### src/rtl/dmem_store_buffer_if.sv
// Store-buffer port bundle: MEM-stage request/lookup signals and the data-memory write channel.
// No storage; carries signals only.
// Backpressure flows through stall (toward MEM) and mem_ready (from memory).
interface dmem_store_buffer_if #(
    parameter int AW = 32,
    parameter int DW = 32,
    parameter int CW = 3
);
    logic          memwrite;
    logic          memread;
    logic [AW-1:0] dataadr;
    logic [DW-1:0] writedata;
    logic          stall;
    logic          fwd_hit;
    logic [DW-1:0] fwd_data;
    logic          mem_we;
    logic [AW-1:0] mem_addr;
    logic [DW-1:0] mem_wdata;
    logic          mem_ready;
    logic [CW-1:0] count;

    // Store buffer side
    modport slave (
        input  memwrite, memread, dataadr, writedata, mem_ready,
        output stall, fwd_hit, fwd_data, mem_we, mem_addr, mem_wdata, count
    );

    // Pipeline / memory environment side
    modport master (
        output memwrite, memread, dataadr, writedata, mem_ready,
        input  stall, fwd_hit, fwd_data, mem_we, mem_addr, mem_wdata, count
    );
endinterface

### src/rtl/dmem_store_buffer.sv
// Posted-write store buffer: in-order FIFO of word stores retired to data memory, with load forwarding.
// Latency: a store accepted at edge T is presented to memory right after T when the buffer was empty.
// Backpressure: stall only when full (no same-cycle drain bypass); head retires on mem_we & mem_ready.
module dmem_store_buffer #(
    parameter int DEPTH = 4,
    parameter int AW    = 32,
    parameter int DW    = 32
) (
    input  logic                  clk,
    input  logic                  reset,
    dmem_store_buffer_if.slave    bus
);
    localparam int PW = $clog2(DEPTH);
    localparam int CW = PW + 1;

    logic [PW-1:0]    head_q;
    logic [PW-1:0]    tail_q;
    logic [CW-1:0]    count_q;
    logic [DEPTH-1:0] valid_q;
    logic [AW-1:0]    addr_q [DEPTH];
    logic [DW-1:0]    data_q [DEPTH];

    logic             full;
    logic             empty;
    logic             enq;
    logic             deq;
    logic             fwd_hit_c;
    logic [DW-1:0]    fwd_data_c;

    assign full  = (count_q == CW'(DEPTH));
    assign empty = (count_q == '0);
    // A full buffer refuses stores even if the head drains this cycle; keeps stall off the mem_ready path.
    assign enq   = bus.memwrite & ~full;
    assign deq   = ~empty & bus.mem_ready;

    assign bus.stall     = bus.memwrite & full;
    assign bus.mem_we    = ~empty;
    assign bus.mem_addr  = addr_q[head_q];
    assign bus.mem_wdata = data_q[head_q];
    assign bus.count     = count_q;
    assign bus.fwd_hit   = fwd_hit_c;
    assign bus.fwd_data  = fwd_data_c;

    // Pointer and occupancy bookkeeping; pointers wrap naturally at DEPTH.
    always_ff @(posedge clk or negedge reset) begin
        if (!reset) begin
            head_q  <= '0;
            tail_q  <= '0;
            count_q <= '0;
        end else begin
            if (enq) tail_q <= tail_q + 1'b1;
            if (deq) head_q <= head_q + 1'b1;
            case ({enq, deq})
                2'b10:   count_q <= count_q + 1'b1;
                2'b01:   count_q <= count_q - 1'b1;
                default: count_q <= count_q;
            endcase
        end
    end

    // Per-entry valid bits; enqueue and drain never target the same slot in one cycle.
    always_ff @(posedge clk or negedge reset) begin
        if (!reset) begin
            valid_q <= '0;
        end else begin
            if (deq) valid_q[head_q] <= 1'b0;
            if (enq) valid_q[tail_q] <= 1'b1;
        end
    end

    // Entry payload capture at the tail; contents are meaningless until marked valid.
    always_ff @(posedge clk) begin
        if (enq) begin
            addr_q[tail_q] <= bus.dataadr;
            data_q[tail_q] <= bus.writedata;
        end
    end

    // Forwarding: scan oldest to youngest so the youngest word-address match wins.
    always_comb begin
        logic          lookup;
        logic [PW-1:0] idx;
        fwd_hit_c  = 1'b0;
        fwd_data_c = '0;
        idx        = head_q;
        lookup     = bus.memread & ~bus.memwrite;
        for (int i = 0; i < DEPTH; i++) begin
            idx = head_q + PW'(i);
            if (lookup && (CW'(i) < count_q) && valid_q[idx] &&
                (addr_q[idx][AW-1:2] == bus.dataadr[AW-1:2])) begin
                fwd_hit_c  = 1'b1;
                fwd_data_c = data_q[idx];
            end
        end
    end
endmodule

### src/flat_wrapper.sv
// flat-port wrapper written by rule: the top's interface ports become plain ports
module dmem_store_buffer_flat 
#(
    parameter int DEPTH = 4,
    parameter int AW    = 32,
    parameter int DW    = 32
)
  (clk, reset, bus_memwrite, bus_memread, bus_dataadr, bus_writedata, bus_mem_ready, bus_stall, bus_fwd_hit, bus_fwd_data, bus_mem_we, bus_mem_addr, bus_mem_wdata, bus_count);
  dmem_store_buffer_if #(.AW(AW), .DW(DW), .CW(3)) bus_i ();
  input  logic clk;
  input  logic reset;
  input wire logic [$bits(bus_i.memwrite)-1:0] bus_memwrite;
  input wire logic [$bits(bus_i.memread)-1:0] bus_memread;
  input wire logic [$bits(bus_i.dataadr)-1:0] bus_dataadr;
  input wire logic [$bits(bus_i.writedata)-1:0] bus_writedata;
  input wire logic [$bits(bus_i.mem_ready)-1:0] bus_mem_ready;
  output wire logic [$bits(bus_i.stall)-1:0] bus_stall;
  output wire logic [$bits(bus_i.fwd_hit)-1:0] bus_fwd_hit;
  output wire logic [$bits(bus_i.fwd_data)-1:0] bus_fwd_data;
  output wire logic [$bits(bus_i.mem_we)-1:0] bus_mem_we;
  output wire logic [$bits(bus_i.mem_addr)-1:0] bus_mem_addr;
  output wire logic [$bits(bus_i.mem_wdata)-1:0] bus_mem_wdata;
  output wire logic [$bits(bus_i.count)-1:0] bus_count;
  assign bus_i.memwrite = bus_memwrite;
  assign bus_i.memread = bus_memread;
  assign bus_i.dataadr = bus_dataadr;
  assign bus_i.writedata = bus_writedata;
  assign bus_i.mem_ready = bus_mem_ready;
  assign bus_stall = bus_i.stall;
  assign bus_fwd_hit = bus_i.fwd_hit;
  assign bus_fwd_data = bus_i.fwd_data;
  assign bus_mem_we = bus_i.mem_we;
  assign bus_mem_addr = bus_i.mem_addr;
  assign bus_mem_wdata = bus_i.mem_wdata;
  assign bus_count = bus_i.count;
  dmem_store_buffer #(.DEPTH(DEPTH), .AW(AW), .DW(DW)) u_core (.clk(clk), .reset(reset), .bus(bus_i));
endmodule
### config.mk
export PLATFORM = sky130hd
export DESIGN_NAME = dmem_store_buffer_flat
export DESIGN_NICKNAME = d
export VERILOG_FILES = /design/src/rtl/dmem_store_buffer_if.sv /design/src/rtl/dmem_store_buffer.sv /design/src/flat_wrapper.sv
export SDC_FILE = /design/constraint.sdc
export NUM_CORES = 1
export LEC_CHECK = 0
export ABC_AREA = 1
export CAP_MARGIN = 10
export CORE_UTILIZATION = 40
export CTS_CLUSTER_DIAMETER = 150
export CTS_CLUSTER_SIZE = 30
export DETAILED_ROUTE_END_ITERATION = 8
export HOLD_SLACK_MARGIN = 0.03
export PLACE_DENSITY_LB_ADDON = 0.25
export SLEW_MARGIN = 20
export SYNTH_ARGS = -nofsm -noshare
export SYNTH_HDL_FRONTEND = slang
export SYNTH_SLANG_ARGS = --single-unit
### constraint.sdc
create_clock -name clk -period 4.94 [get_ports clk]
set_clock_uncertainty 0.2 [all_clocks]
set_input_delay 0.494 -clock clk [delete_from_list [all_inputs] [get_ports clk]]
set_output_delay 0.494 -clock clk [all_outputs]
set_load 0.01 [all_outputs]
==> impl_metrics.json <==
{
  "area_growth_pct": 16.1,
  "synth-seq-cells": 267,
  "die_h_um": 213,
  "period_share_pct": 97.7,
  "final_cell_mix": "941 x nand2_1, 303 x nand3_1, 256 x edfxtp_1",
  "crit_chain": "inv_4 -> ha_4 -> buf_16 -> nand3_1 -> nand3_2 -> o211ai_1 -> nor2_1 -> nand2_1 -> nor2_2 -> nand2_1 -> nor2_4 -> buf_12 -> buf_12 -> o211ai_1 -> nand2_1 -> clkdlybuf4s50_1",
  "core_um2": 44100,
  "io_pins": 171,
  "final_nets": 2521,
  "worstMarginPinSlew_ns": 1.02,
  "power_mw": 13.5,
  "timing.slew.headroom_pct": 32.2,
  "drive_gt1_share_pct": 3.23,
  "final_common_cell": "nand2_1",
  "initial_core_util_pct": 40.5,
  "postCtsHoldBufs": 0,
  "max_stage_delay_ns": 0.54,
  "cp_top_family": "buffers and inverters",
  "drt_iter0_drc": 1859,
  "ys_seq_area_share_pct": 44.6,
  "drc": 0,
  "finalCriticalPeriod_ns": 4.83,
  "syn_area_um2": 17900,
  "clkTransAtPathRegs_ns": 0.12,
  "grt_max_degree": 157,
  "final.setup.worst_slack_ns": 0.111,
  "cts_tree": "built",
  "drv_cap": 0,
  "post_drt_via_cell_ratio": 5.54,
  "root_buffer": "clkbuf_16",
  "die_w_um": 213,
  "first_pass_iters": 6,
  "syn-num-nets": 2423,
  "io_buffer_count": 170,
  "hp-class": "input pin to async pin",
  "dpl.hpwl_um": 37700,
  "r2r_setup_slack_ns": 1.87,
  "grt_pass1_vias": 15600,
  "cp_slowest_cell": "clkdlybuf4s50_1",
  "power.leakage_nw": 9.35,
  "hold_viol_final": 0,
  "ctsLongestPathBuffers": 3,
  "grt_use_total_pct": 24.4,
  "cp-end-kind": "output port",
  "cp-start-kind": "register",
  "cp.required_ns": 4.25,
  "cts_buffers": 13,
  "status": "finished clean",
  "ctsHtreeMaxLevel": 1,
  "vdd_ir_drop_max_uv": 424,
  "grt_pass1_wl_um": 85500,
  "ant_nets": 0,
  "syn_inst": 2342,
  "clock_sinks": 267,
  "worst_r2r_path_depth": 6,
  "drt_wl_total_um": 58400,
  "wl_per_cell_um": 19.2,
  "yosysUniqueCellTypes": 29,
  "placementRows": 77,
  "antenna_found_initial": 4,
  "syn_area_per_cell_um2": 7.62,
  "arrival_ns": 4.13,
  "setup_viol": 0,
  "dieArea_um2": 45500,
  "async_flop_share_pct": 4.12,
  "path_buf_inv": 5,
  "p_per_area_nw_per_um2": 653,
  "grt.overflow.total": 0,
  "path_max_fanout": 32,
  "synth-edff-count": 256,
  "place_ws_ns": 0.606,
  "clk_latency_ns": 0.52,
  "crit_cells": 16,
  "finalWeightedCongestion": 0.979,
  "fmax_mhz": 207,
  "crit_type": "register to output port",
  "final_max_slew_viol_count": 0,
  "synth_warnings": 0,
  "synth-main-ff-cell": "edfxtp_1",
  "num_vias": 16800,
  "path_common_cell": "nand2_1"
}
==> final timing paths <==
kind	from	to
max in group asynchronous	reset	u_core.head_q[0]
max reg2reg	u_core.bus.count[0]	u_core.addr_q[0][14]
min in group clk	u_core.valid_q[1]	u_core.valid_q[1]
min	reset	u_core.tail_q[1]
min reg2reg	u_core.valid_q[1]	u_core.valid_q[1]
max	u_core.head_q[0]	bus_fwd_data[17]
==> registers in the layout, indices dropped and copies added, names as in the netlist <==
register          cells
u_core.addr_q       128
u_core.data_q       128
u_core.valid_q        4
u_core.bus.count      3
u_core.head_q         2
u_core.tail_q         2
==> cells in the mapped netlist (2+ instances only) <==
cell        n  area [um^2]
o211ai_1   43          323
clkbuf_1   25         93.8
xor2_1     25          219
o21ai_0   127          636
buf_1      13         48.8
inv_1     181          679
buf_6      12          135
ha_1       12          150
dfrtp_1    11          275
o22ai_1     4         25.0
o21ai_1    15         75.1
nand3_1   305         1530
inv_2       5         18.8
nor2_2      2         12.5
nor2_1     89          334
nand4_1    13         81.3
buf_4       9         67.6
mux2i_1   128         1280
a21oi_1    46          230
nor3_1      4         20.0
or2_2       4         25.0
nand2_1   942         3540
buf_2      65          325
xnor2_1     2         17.5
edfxtp_1  256         7690
==> per-layer routing <==
metal  global-route usage (%)  part of all wire, %  up-vias
met5                        0                0.022        -
met2                     40.2                   46      851
met1                     32.2                   41     7884
li1                         -                    -     7981
met3                     3.68                  9.2      112
met4                     9.21                  3.3        2
==> worst register-to-register path, delay by kind of cell (launching register included) <==
| family | cells | cell delay, ns |
|---|---|---|
| simple gates | 3 | 1.27 |
| buf+inv | 2 | 0.60 |
| flops | 1 | 0.45 |
| fa+ha+maj | 1 | 0.22 |
==> report_power, final <==
part	internal (mW)	switching, mW	total, mW
Clock	0.510	0.772	1.28
Combinational	3.12	5.92	9.04
Sequential	3.00	0.218	3.22
==> what timing repair did <==
item,CTS,global route
resized for setup,0,26
endpoints found under the hold margin,0,0
buffers inserted,0,3
endpoints found under the setup margin,0,33
==> kinds of logic (layout without fill, tap and decap cells) <==
logic type | Yosys count | count (layout) | synth area share [%]
multiplexers | 128 | 128 | 7.18
adder cells (fa/ha/maj) | 12 | 12 | 0.841
flip-flops | 267 | 267 | 44.6
AND/OR/NAND/NOR | 1362 | 1362 | 31.1
AO/OA/AOI/OAI | 235 | 235 | 7.22
other | 0 | 4 | 0
buffers and inverters | 311 | 412 | 7.70
XOR/XNOR | 27 | 27 | 1.32
==> final cells by class <==
class | count | area [um^2]
fill | 4317 | 23400
multi-input combinational | 1764 | 8600
sequential | 267 | 7970
timing repair buffer | 207 | 2310
tap | 592 | 741
inverter | 187 | 714
clock buffer | 16 | 337
clock inverter | 2 | 36.3
antenna | 4 | 10.0
==> stage by stage <==
step	cell area [um^2]	hold WS [ns]	utilization [%]	std cells	setup TNS, ns
after global routing	20700	0.182	46.9	3037	-0.0254
final	20700	0.132	47.0	3039	0
after floorplan	17900	-0.00159	-	2342	0
after CTS	20400	0.144	46.3	3026	0
after global placement	20000	0.316	45.4	3008	0
after detailed placement	20000	0.315	45.4	3008	0
No activity file was read; power rests on OpenSTA's default activity.
